--- src/rtl/ps2_send_module.sv ---
// Host-to-device PS/2 byte transmitter: inhibit, request-to-send, 8 data bits,
// odd parity, stop, then device ACK check. Lines driven through pull-low enables.
module ps2_send_module #(
  parameter int INHIBIT_CYCLES = 5000,
  parameter int TIMEOUT_CYCLES = 750000
) (
  input  logic       CLK,
  input  logic       RSTn,
  input  logic       H2L_Sig,
  input  logic       PS2_Data_Pin_In,
  input  logic       Tx_Start_Sig,
  input  logic [7:0] Tx_Data,
  output logic       PS2_Clk_Oe,
  output logic       PS2_Data_Oe,
  output logic       Tx_Busy,
  output logic       Tx_Done_Sig,
  output logic       Tx_Err_Sig
);

  typedef enum logic [2:0] {
    IDLE,
    INHIBIT,
    REQ,
    SEND,
    ACK,
    DONE,
    ERR
  } state_t;

  localparam logic [19:0] INHIBIT_LAST = 20'(INHIBIT_CYCLES - 1);
  localparam logic [19:0] TIMEOUT_LAST = 20'(TIMEOUT_CYCLES - 1);

  state_t      state_reg;
  logic [9:0]  shift_reg;
  logic [3:0]  index_reg;
  logic [19:0] cnt_reg;

  always_ff @(posedge CLK or negedge RSTn) begin
    if (!RSTn) begin
      state_reg   <= IDLE;
      shift_reg   <= '0;
      index_reg   <= '0;
      cnt_reg     <= '0;
      PS2_Clk_Oe  <= 1'b0;
      PS2_Data_Oe <= 1'b0;
      Tx_Busy     <= 1'b0;
      Tx_Done_Sig <= 1'b0;
      Tx_Err_Sig  <= 1'b0;
    end else begin
      case (state_reg)
        IDLE: begin
          if (Tx_Start_Sig) begin
            // Frame after the start bit: stop, odd parity, data (sent LSB first)
            shift_reg   <= {1'b1, ~^Tx_Data, Tx_Data};
            index_reg   <= '0;
            cnt_reg     <= '0;
            Tx_Busy     <= 1'b1;
            PS2_Clk_Oe  <= 1'b1;
            PS2_Data_Oe <= 1'b0;
            state_reg   <= INHIBIT;
          end
        end

        INHIBIT: begin
          if (cnt_reg == INHIBIT_LAST) begin
            cnt_reg     <= '0;
            PS2_Data_Oe <= 1'b1;
            state_reg   <= REQ;
          end else begin
            cnt_reg <= cnt_reg + 20'd1;
          end
        end

        REQ: begin
          // Release the clock with data held low: the device starts clocking
          PS2_Clk_Oe <= 1'b0;
          cnt_reg    <= '0;
          state_reg  <= SEND;
        end

        SEND: begin
          if (H2L_Sig) begin
            PS2_Data_Oe <= ~shift_reg[index_reg];
            index_reg   <= index_reg + 4'd1;
            cnt_reg     <= '0;
            if (index_reg == 4'd9) begin
              state_reg <= ACK;
            end
          end else if (cnt_reg == TIMEOUT_LAST) begin
            PS2_Clk_Oe  <= 1'b0;
            PS2_Data_Oe <= 1'b0;
            Tx_Err_Sig  <= 1'b1;
            state_reg   <= ERR;
          end else begin
            cnt_reg <= cnt_reg + 20'd1;
          end
        end

        ACK: begin
          if (H2L_Sig) begin
            cnt_reg     <= '0;
            PS2_Clk_Oe  <= 1'b0;
            PS2_Data_Oe <= 1'b0;
            if (!PS2_Data_Pin_In) begin
              Tx_Done_Sig <= 1'b1;
              state_reg   <= DONE;
            end else begin
              Tx_Err_Sig <= 1'b1;
              state_reg  <= ERR;
            end
          end else if (cnt_reg == TIMEOUT_LAST) begin
            PS2_Clk_Oe  <= 1'b0;
            PS2_Data_Oe <= 1'b0;
            Tx_Err_Sig  <= 1'b1;
            state_reg   <= ERR;
          end else begin
            cnt_reg <= cnt_reg + 20'd1;
          end
        end

        DONE, ERR: begin
          Tx_Done_Sig <= 1'b0;
          Tx_Err_Sig  <= 1'b0;
          Tx_Busy     <= 1'b0;
          cnt_reg     <= '0;
          state_reg   <= IDLE;
        end

        default: begin
          PS2_Clk_Oe  <= 1'b0;
          PS2_Data_Oe <= 1'b0;
          Tx_Busy     <= 1'b0;
          Tx_Done_Sig <= 1'b0;
          Tx_Err_Sig  <= 1'b0;
          state_reg   <= IDLE;
        end
      endcase
    end
  end

endmodule

--- config.mk ---
export PLATFORM = sky130hd
export DESIGN_NAME = ps2_send_module
export DESIGN_NICKNAME = d
export VERILOG_FILES = /design/src/rtl/ps2_send_module.sv
export SDC_FILE = /design/constraint.sdc
export NUM_CORES = 1
export LEC_CHECK = 0
export BUFFER_PORTS_ARGS = -buffer_cell sky130_fd_sc_hd__buf_2
export CAP_MARGIN = 15
export CORE_MARGIN = 2
export CORE_UTILIZATION = 54
export DETAILED_ROUTE_END_ITERATION = 16
export PLACE_DENSITY = 0.86
export SLEW_MARGIN = 20
export SYNTH_ARGS = -nofsm -noshare
export SYNTH_HDL_FRONTEND = slang
export SYNTH_SLANG_ARGS = --single-unit
--- constraint.sdc ---
create_clock -name CLK -period 1.95 [get_ports CLK]
set_input_delay 0.2925 -clock CLK [delete_from_list [all_inputs] [get_ports CLK]]
set_output_delay 0.2925 -clock CLK [all_outputs]
set_load 0.01 [all_outputs]
### Word level (Yosys, flattened, before mapping)

Index checks and enable logic that the tools add are counted.

* register bits: 42
* word-level logic and storage cells: 93
* output and inout bits: 5
* input bits: 13

* multiplexer cells: 38
* $lt $le $gt $ge: 1
* reductions and logical operators: 19
* add/sub/neg operators: 2
* equality and inequality tests: 18
* bitwise gates (word level): 6

Operators by type and width (count)
* $mux 20: 4
* $pmux 20 s4: 1
* $reduce_and 3->1: 7
* $add 20x1->20 const B: 1
* $eq 20x13->1 const B: 1
* $eq 20x20->1 const B: 1
* $mux 3: 6
* $mux 1: 16
* $pmux 3 s5: 1
* $ne 2x2->1 const B: 6
* $eq 3x3->1 const B: 3
* $ne 3x3->1 const B: 3
* $reduce_or 3->1: 3
* $mux 4: 2
* $pmux 4 s2: 1
* $reduce_or 4->1: 2
* $reduce_xnor 8->1: 1
* $eq 3x2->1 const B: 2
* $not 1->1: 6
* $lt 4x5->1 const B: 1
* $pmux 1 s5: 1
* $add 4x1->4 const B: 1
* $bmux 1 s4: 1
* $eq 4x4->1 const B: 1
* 10 further kinds: 12

### Logic depth before layout (Yosys ltp)

Gate-level depths: netlist (run 1).

* depth after elaboration: 5
* mapped depth: 7
* depth with buffers taken out: 6

### Worst setup path before layout (run 1)

OpenSTA, ideal clock, no wires.

* path type: register -> register
* from: register cnt_reg[15]
* to: register PS2_Clk_Oe
* cell stages (with the launch flop): 6
* setup slack: 3 ps
* required time: 1829 ps
* clock period less this slack: 1947 ps
* setup time: 121 ps
* data arrival time: 1826 ps
* path buffers: 0
* cells stage by stage: dfrtp_1 or4b_4 nor3_4 a21oi_2 a221o_1 a22o_1

* cells in the longest elaborated chain, start to end: 4
* elaborated cells between the ends (all ways): 5
* those cells by class: eq/ne: 1; mux: 4

RTL lines
* start: declaration: RTL line 36 `logic [19:0] cnt_reg;`
* start signal: assignment: RTL line 70 `cnt_reg <= cnt_reg + 20'd1;`
* start signal: assignment: RTL line 95 `cnt_reg <= cnt_reg + 20'd1;`
* start signal: assignment: RTL line 117 `cnt_reg <= cnt_reg + 20'd1;`
* $eq 20x20->1 *: RTL line 89, 111
* $mux 1 *
* $mux 1 (on tied branches)
* $pmux 1 s4 *
* end signal: assignment: RTL line 90 `PS2_Clk_Oe <= 1'b0;`
* end signal: assignment: RTL line 102 `PS2_Clk_Oe <= 1'b0;`
* end signal: assignment: RTL line 112 `PS2_Clk_Oe <= 1'b0;`
* end: declaration: RTL line 13 `output logic PS2_Clk_Oe,`

Every way passes the cells marked *; elsewhere a longest branch is shown, timed or not. The select of a mux whose other input is x is not followed.
A chain may end at the register's enable or synchronous reset.

### Worst setup path in the final report (run 1)

* from: register cnt_reg[14]
* to: register state_reg[0]

* cells in the longest elaborated chain, start to end: 4
* elaborated cells between the ends (all ways): 8
* those cells by class: eq/ne: 3; mux: 4; reduce/logical: 1

RTL lines
* $eq 20x20->1: RTL line 89, 111
* $mux 3
* $mux 3 (on tied branches)
* $pmux 3 s5
* end signal: assignment: RTL line 87 `state_reg <= ACK;`
* end signal: assignment: RTL line 93 `state_reg <= ERR;`
* end signal: assignment: RTL line 115 `state_reg <= ERR;`
* end: declaration: RTL line 33 `state_t state_reg;`

Parallel ways exist; a longest one is shown, timed or not.

==> metrics, run 1 <==
status finished, final reports clean; Peak Freq roughly 520 MHz; global-route usage over all layers 0.2580; worst setup margin approximately 0.014 ns; Fin. Hold Viols 0; Nets 344; Clock transition at path regs around 0.090 ns; clock sinks 42; ys async rst share 1.000; area occupied by multi-input gates 0.001358 mm²; antenna cells 0; Synthesis Warnings 0; # placed instances approximately 370; FILL cells 281; max FFs per register 20; ys flop type dfrtp_1; largest area contributor in the netlist dfrtp_1; detailed placer's ending HPWL about 4300 µm; Site Rows 24; pin count of the biggest net entering global routing 21; Pre-antenna DRT Iters 5; final setup violation count 0; die area roughly 0.0051 mm²; most common cell after layout, fill and taps aside nand2_1; share of layout cells above drive strength 1 0.2523; Hold WS roughly 0.20 ns; maximum vdd drop roughly 0.00072 V; Leakage 1.325 nW; Num CTS Buffers 5; CTS tree yes; Tcrit/Tclk final 0.9928; reg2reg path depth 6; Worst Skew 0.01206 ns; Cell Area, Synth approximately 0.0024 mm²; Routed wire per std cell between 15 and 20 µm; top cells by area, synth dfrtp_1 43%, nand2_1 7.1%, nand3_1 3.7%, o21ai_0 3.3%, xnor2_1 3.2%; Startpoint Class register; CTS root buf clkbuf_8; worst hold path depth 3; H-tree depth 2; crit path max fanout 7; Netlist cell types 50; maxcap violations 0; drt initial violations about 340; Ports 18; unrepaired setup endpoints after global routing true; antenna viol nets, final 0; DR vias/cell between 6 and 7; sequential area share after synthesis 0.4312; Layout Cells excl Fill about 380; most frequent cells in the layout 46 x nand2_1, 41 x dfrtp_1, 39 x buf_4; number of global-route vias before repair 2,202; r2r setup slk about 0.014 ns; Cells after Synth 273; clock buffer depth 2; worst hold start Tx_Data[6]; Worst Hold Class in2reg; Worst-Skew Late Latency ~0.30 ns; crit path DAT about 2.1 ns; Worst Hold End shift_reg[6]; fin crit period 1.936 ns; power density cells approximately 1100 mW/mm²; DR vias 2,413; Reg2Reg Launch Point cnt_reg[14]; Placer Congestion ~0.97; die span in y 71.19 µm; Slew HR 0.7304; Initial Utilization 0.5598; fin. max-slew vios 0; drt drc 0; number of synthesized flops with an enable pin 0; WL final ~6400 µm; Mean Syn Cell Area a little under 9 µm²; initial antenna violation count 0; port bufs 17; syn_nets a little under 300; top-area cell type share of the netlist area 0.4312; Place WS -0.03317 ns; RR Endpoint state_reg[0]; core area 0.004354 mm²; CP Capture Type register; die width roughly 71 µm; CP required 2.14 ns; GR Overflow Total 0; area grow syn2layout 23.92%; Storage cell area ~0.0011 mm²; Worst Tran Pin Value 0.4025 ns; CP Class reg2reg; first-pass GRT wire length approximately 10,000 µm; flops & latches, synth 42
[synth_stat cells, types with 2 or more instances]
cell type,count
nor2b_1,2
o311ai_0,2
buf_2,2
or2_2,2
o211ai_1,6
a21oi_1,13
nand4_1,9
o21ai_0,16
inv_1,9
nand3_1,18
and3_1,4
o32ai_1,2
clkbuf_1,7
xnor2_1,9
ha_1,3
and4_1,4
nand2_1,46
nor2_1,20
dfrtp_1,42
nor3_4,2
a21oi_2,2
nor4_1,5
o221ai_1,2
mux4_2,2
nand2b_1,2
a221oi_1,2
a31oi_1,3
and2_1,2
xor2_1,8
or3_1,7
[report_power, final]
| part | total [mW] | internal (mW) | switching, mW |
|---|---|---|---|
| Sequential | 1.23 | 1.06 | 0.168 |
| Combinational | 1.40 | 0.634 | 0.764 |
| Clock | 0.583 | 0.256 | 0.327 |
[how the worst max path moves through the flow]
stage | slack (ns) | startpoint | to | cells after the start
floorplan | 0.003 | cnt_reg[15] | PS2_Clk_Oe | 5
CTS | 0.009 | cnt_reg[1] | cnt_reg[16] | 6
finish | 0.01 | cnt_reg[14] | state_reg[0] | 6
global route | -0.06 | cnt_reg[14] | cnt_reg[4] | 6
detailed placement | -0.03 | cnt_reg[15] | cnt_reg[4] | 5
global placement | -0.008 | cnt_reg[15] | cnt_reg[4] | 5
[routing by layer]
| metal | vias to the layer above | wire length [µm] | global-route usage |
|---|---|---|---|
| li1 | 1100 | - | - |
| met1 | 1138 | 2725 | 0.3556 |
| met2 | 155 | 3068 | 0.4084 |
| met3 | 20 | 489 | 0.04416 |
| met4 | 0 | 134 | 0.09853 |
| met5 | - | 0 | 0 |
[critical path, cell delays in order (launching register included)]
cell and delay, ns:
dfrtp_1 0.48, nand2_1 0.15, nor4_1 0.37, buf_4 0.24, a21oi_2 0.09, buf_4 0.16, a311o_1 0.34
[final cells by class]
type / count / share of cell area
Clock buffer: 5 / 0.02278
Clock inverter: 3 / 0.007871
Inverter: 9 / 0.01118
Multi-Input combinational cell: 211 / 0.4495
Sequential cell: 42 / 0.3484
Tap cell: 52 / 0.02154
Timing Repair Buffer: 59 / 0.1388
[stage by stage]
stage	utilization	power, mW	setup TNS [ns]	cell area (µm²)
global route	0.6937	3.409	-0.3130	3020
finish	0.6937	3.211	0	3020
global placement	0.6483	2.530	-0.008487	2823
CTS	0.6810	3.182	0	2965
detailed placement	0.6483	2.571	-0.06444	2823
floorplan	-	2.033	0	2437
[timing repair]
| action | in CTS | in global routing |
|---|---|---|
| setup buffers | 1 | 4 |
| hold endpoints to repair | 13 | 0 |
| pin swaps | 0 | 8 |
| setup endpoints to repair | 17 | 21 |
| resized for setup | 5 | 7 |
| hold buffers | 1 | 0 |
[kinds of logic after synthesis]
logic type,synth area share
compound gates,0.1648
xor+xnor,0.06109
fa+ha+maj,0.01540
buf+inv,0.03337
flops,0.4312
mux,0.02259
simple gates,0.2716
(Power assumes the default switching activity.)
==> run 2: changes to the inputs <==
RECOVER_POWER = 25   (was default)
==> run 2 against run 1 <==
Effect of this change: maximum frequency about the same; utilization shrank 0.086 points; largest cell class unchanged; critical path depth stayed put; final cell count unchanged; sequential cell count did not move; clock-buffer cell count unchanged; critical path type unchanged; non-clock buffer count unchanged; clock skew barely moved; via count up 0.17%.
==> metrics, run 2 (synthesis gave the netlist of run 1 again) <==
Routed wire per std cell 16.77 µm; Num CTS Buffers 5; worst hold path depth 3; first-pass GRT wire length 10,410 µm; CP Class reg2reg; post-route design area between 0.003 and 0.004 mm²; number of global-route vias before repair 2,202; die span in y between 70 and 80 µm; CP Capture Type register; Place WS -0.03317 ns; DR vias ~2,400; Worst Skew approximately 0.012 ns; Pre-antenna DRT Iters 5; power density cells between 1000 and 1500 mW/mm²; global-route usage over all layers 0.2580; r2r setup slk about 0.014 ns; CTS root buf clkbuf_8; Worst Tran Pin Value roughly 0.95 ns; Finished Core Util 0.6928; Fin. Hold Viols 0; die width roughly 71 µm; drt initial violations 347; reg2reg path depth 6; CTS tree yes; total chip power 3.208 mW; maxcap violations 0; max FFs per register 20; status finished, final reports clean; antenna cells 0; placed cell areas between 0.002 and 0.003 mm²; port bufs 17; initial antenna violation count 0; Worst Hold End shift_reg[6]; unrepaired setup endpoints after global routing true; crit path max fanout 7; Hold WS 0.2000 ns; WL final between 6000 and 7000 µm; crit path DAT between 2 and 2.5 ns; pin count of the biggest net entering global routing 21; Nets 344; RR Endpoint state_reg[0]; drt drc 0; detailed placer's ending HPWL approximately 4300 µm; maximum vdd drop 0.0007176 V; Clock transition at path regs approximately 0.090 ns; final setup violation count 0; Tcrit/Tclk final 0.9927; Startpoint Class register; worst hold start Tx_Data[6]; Placer Congestion about 0.97; die area 0.005067 mm²; fin. max-slew vios 0; most common cell after layout, fill and taps aside nand2_1; clock buffer depth 2; GR Overflow Total 0; CP required roughly 2.1 ns; Reg2Reg Launch Point cnt_reg[14]; Leakage between 1 and 1.5 nW; Ports 18; worst setup margin roughly 0.014 ns; most frequent cells in the layout 46 x nand2_1, 41 x dfrtp_1, 38 x buf_4; clock sinks 42; DR vias/cell roughly 6.3; Slew HR 0.3698; area grow syn2layout 23.77%; Worst Hold Class in2reg; fin crit period 1.936 ns; core area 0.004354 mm²; Peak Freq about 520 MHz; share of layout cells above drive strength 1 0.2492; Worst-Skew Late Latency approximately 0.3 ns; antenna viol nets, final 0; H-tree depth 2; Site Rows 24; Initial Utilization 0.5598
==> run 2: changes by cell type in the layout (fill, tap and decap cells not counted) <==
cell      before  now
buf_2         17   16
buf_4         39   38
clkbuf_1       0    1
clkbuf_2       0    1
==> run 2: final cells by class <==
type                       instances  area [µm²]
clock buffer                       5       68.82
clock inverter                     3       23.77
fill                             283        1338
inverter                           9       33.78
multi-input combinational        211        1358
sequential                        42        1052
tap                               52       65.06
timing repair buffer              59       415.4
==> run 2: worst max-delay path, stage by stage (launching register included) <==
cell     delay, ns
dfrtp_1       0.48
nand2_1       0.16
nor4_1        0.37
buf_4         0.24
a21oi_2       0.08
buf_4         0.16
a311o_1       0.34
==> run 2: metal layers <==
| metal | GRT usage | wire length, µm |
|---|---|---|
| met3 | 0.04416 | 514 |
| met2 | 0.4084 | 3075 |
| met1 | 0.3556 | 2675 |
| met5 | 0 | 0 |
| met4 | 0.09853 | 124 |
==> run 2: repair_timing <==
action,CTS,global route
endpoints found under the setup margin,17,21
setup buffers,1,4
pin swaps,0,8
hold buffers,1,0
hold endpoints to repair,13,0
gates resized for setup,5,7
==> run 2: worst max path at each step <==
stage / start / endpoint / slack (ns) / cells after the start
after global routing: cnt_reg[14] / cnt_reg[4] / -0.06 / 6
final: cnt_reg[14] / state_reg[0] / 0.01 / 6
after CTS: cnt_reg[1] / cnt_reg[16] / 0.009 / 6
after global placement: cnt_reg[15] / cnt_reg[4] / -0.008 / 5
after detailed placement: cnt_reg[15] / cnt_reg[4] / -0.03 / 5
after floorplan: cnt_reg[15] / PS2_Clk_Oe / 0.003 / 5
==> run 2: stage by stage <==
step / setup TNS, ns / instances
2_1_floorplan: 0 / 273
3_3_place_gp: -0.008487 / 367
3_5_place_dp: -0.06444 / 367
4_1_cts: 0 / 377
5_1_grt: -0.3130 / 381
6_report: 0 / 381
==> run 2: where the power goes <==
part	internal, mW	total [mW]	switching, mW
Combinational	0.633	1.39	0.762
Clock	0.256	0.582	0.326
Sequential	1.06	1.23	0.169
==> run 3: changes to the inputs <==
CELL_PAD_IN_SITES_DETAIL_PLACEMENT = 1   (was default)
CELL_PAD_IN_SITES_GLOBAL_PLACEMENT = 1   (was default)
CORE_MARGIN = 4   (was 2)
CORE_UTILIZATION = 41   (was 54)
PLACE_DENSITY = 0.85   (was 0.86)
REMOVE_ABC_BUFFERS = 1   (was default)
==> run 3 against run 2 <==
Effect of this change: sequential power barely moved; final cell count rose by 5.2%; critical path type unchanged; register-to-register slack got worse by 0.08 ns; the flow now finishes with violations (setup timing); wire length rose by 40%.
==> metrics, run 3 (synthesis gave the netlist of run 1 again) <==
fin. max-slew vios 0; sw frac 0.4225; worst setup margin -0.06976 ns; Fin. Hold Viols 0; Critical Path Most Common Cell buf_4; CTS tree yes; Top delay family on crit path simple AND/OR/NAND/NOR gates; die area just over 0.007 mm²; Clock transition at path regs around 0.1 ns; critical path's largest stage delay ~0.48 ns; Worst Hold End shift_reg[2]; WL final between 8000 and 9000 µm; CP required between 2 and 2.5 ns; max FFs per register 20; worst hold start Tx_Data[2]; detailed placer's ending HPWL around 5300 µm; RR Endpoint cnt_reg[8]; Reg power frac 0.348; GR Overflow Total 0; clock sinks between 40 and 50; crit path max fanout 6; Site Rows 27; crit path DAT 2.20 ns; Pre-antenna DRT Iters 5; Worst-Skew Late Latency about 0.31 ns; port bufs 17; worst hold path depth 3; unrepaired setup endpoints after global routing true; maximum vdd drop around 0.00065 V; Placer Congestion 0.9201; die width approximately 85 µm; DR vias roughly 2,500; violated checks setup timing; total chip power between 3 and 4 mW; share of layout cells above drive strength 1 0.3131; core area ~0.0056 mm²; drt drc 0; Nets 344; DR vias/cell 6.342; met2 GRT Util 0.3983; WP buf/inv 3; met3 Use GR 0.03786; antenna cells 0; reg2reg path depth 8; Clk network pwr share 0.168; Slew HR 0.2861; Leakage 1.330 nW; drt initial violations approximately 230; Tcrit/Tclk final 1.036; Reg2Reg Launch Point state_reg[1]; final setup violation count 9; CP Capture Type register; status finished with violations; most common cell after layout, fill and taps aside nand2_1; met1 usage 0.3082; pin count of the biggest net entering global routing 43; Peak Freq about 500 MHz; Routed wire per std cell between 20 and 25 µm; Startpoint Class register; Slowest-stage cell, CP dfrtp_2; FILL cells 649; most frequent cells in the layout 46 x nand2_1, 39 x dfrtp_1, 35 x buf_4; Worst Skew ~0.019 ns; fin crit period between 2 and 2.5 ns; number of global-route vias before repair between 2,000 and 3,000; Place WS -0.07312 ns; GR peak layer met2; Worst Hold Class in2reg; cell-internal power between 2 and 2.5 mW; clock buffer depth 2; CP Class reg2reg; CTS root buf clkbuf_8; Ports 18; Initial Utilization 0.4320; maxcap violations 0; worst path cell trace buf_4 -> nor4_4 -> buf_4 -> nor4_4 -> buf_4 -> nand3_1 -> xor2_1 -> nor2_4; H-tree depth 2; net switching power between 1.5 and 2 mW; power density cells about 1100 mW/mm²; hold_buf cts 0; first-pass GRT wire length 13,810 µm; Gate power share 0.484; r2r setup slk -0.07 ns; global-route usage over all layers 0.2428; initial antenna violation count 0; die span in y 85.10 µm; Worst Tran Pin Value about 1.1 ns; Num CTS Buffers 5; antenna viol nets, final 0; area grow syn2layout 29.41%
-- run 3: cell types whose count changed in the layout (fill, tap and decap cells not counted), sizes merged --
cell and delta:
inv -1, dlygate4sd3 -1, clkbuf +1, clkinvlp -2, clkinv +1, buf +2
-- run 3: final cells by class --
class	instances	area (µm²)	share of cell area
clock buffer	7	86.33	0.02737
clock inverter	1	5.005	0.001587
inverter	9	33.78	0.01071
multi-input combinational	211	1455	0.4613
sequential	42	1055	0.3344
tap	72	90.09	0.02856
timing repair buffer	59	429.2	0.1361
-- run 3: worst max-delay path by stage --
stage                 start          end  slack (ns)  cells after the start
2_1_floorplan   cnt_reg[15]  cnt_reg[14]       -0.08                      5
3_3_place_gp    cnt_reg[15]   PS2_Clk_Oe        0.03                      5
3_5_place_dp    cnt_reg[15]   cnt_reg[5]       -0.07                      6
4_1_cts          cnt_reg[4]   cnt_reg[8]       -0.04                      8
5_1_grt        state_reg[1]   cnt_reg[8]       -0.11                      8
6_report       state_reg[1]   cnt_reg[8]       -0.07                      8
-- run 3: metrics by stage --
step	setup TNS (ns)	util	instance area, µm²	cells	hold WS (ns)
finish	-0.3549	0.5591	3154	401	0.2106
CTS	-0.4792	0.5396	3044	398	0.07632
global placement	0	0.5034	2840	386	0.3933
global route	-0.9063	0.5591	3154	401	0.2134
detailed placement	-0.5190	0.5034	2840	386	0.4032
floorplan	-0.2472	-	2390	262	-0.003091
-- run 3: metal layers --
layer  routed length [µm]  share of wire
met4                  326          0.037
met5                    0              0
met3                  480          0.054
met1                 3709           0.42
met2                 4401           0.49
-- run 3: power groups by stage --
stage                     combinational (mW)  sequential, mW  clock (mW)
after floorplan                        0.721            1.25           0
after global placement                  1.33            1.23           0
after detailed placement                1.40            1.25           0
after CTS                               1.66            1.23       0.603
after global routing                    1.89            1.29       0.659
final                                   1.75            1.26       0.606
-- run 3: worst register-to-register path, stage by stage (launching register included) --
cell and delay [ns]:
dfrtp_2 0.48, buf_4 0.18, nor4_4 0.36, buf_4 0.20, nor4_4 0.06, buf_4 0.16, nand3_1 0.09, xor2_1 0.30
nor2_4 0.07
-- run 3: what timing repair did --
item                       in CTS  in global routing
resized for setup              18                 27
pin swaps                       8                 13
buffers inserted                3                  4
setup endpoints to repair      20                 34
cloned                          1                  0
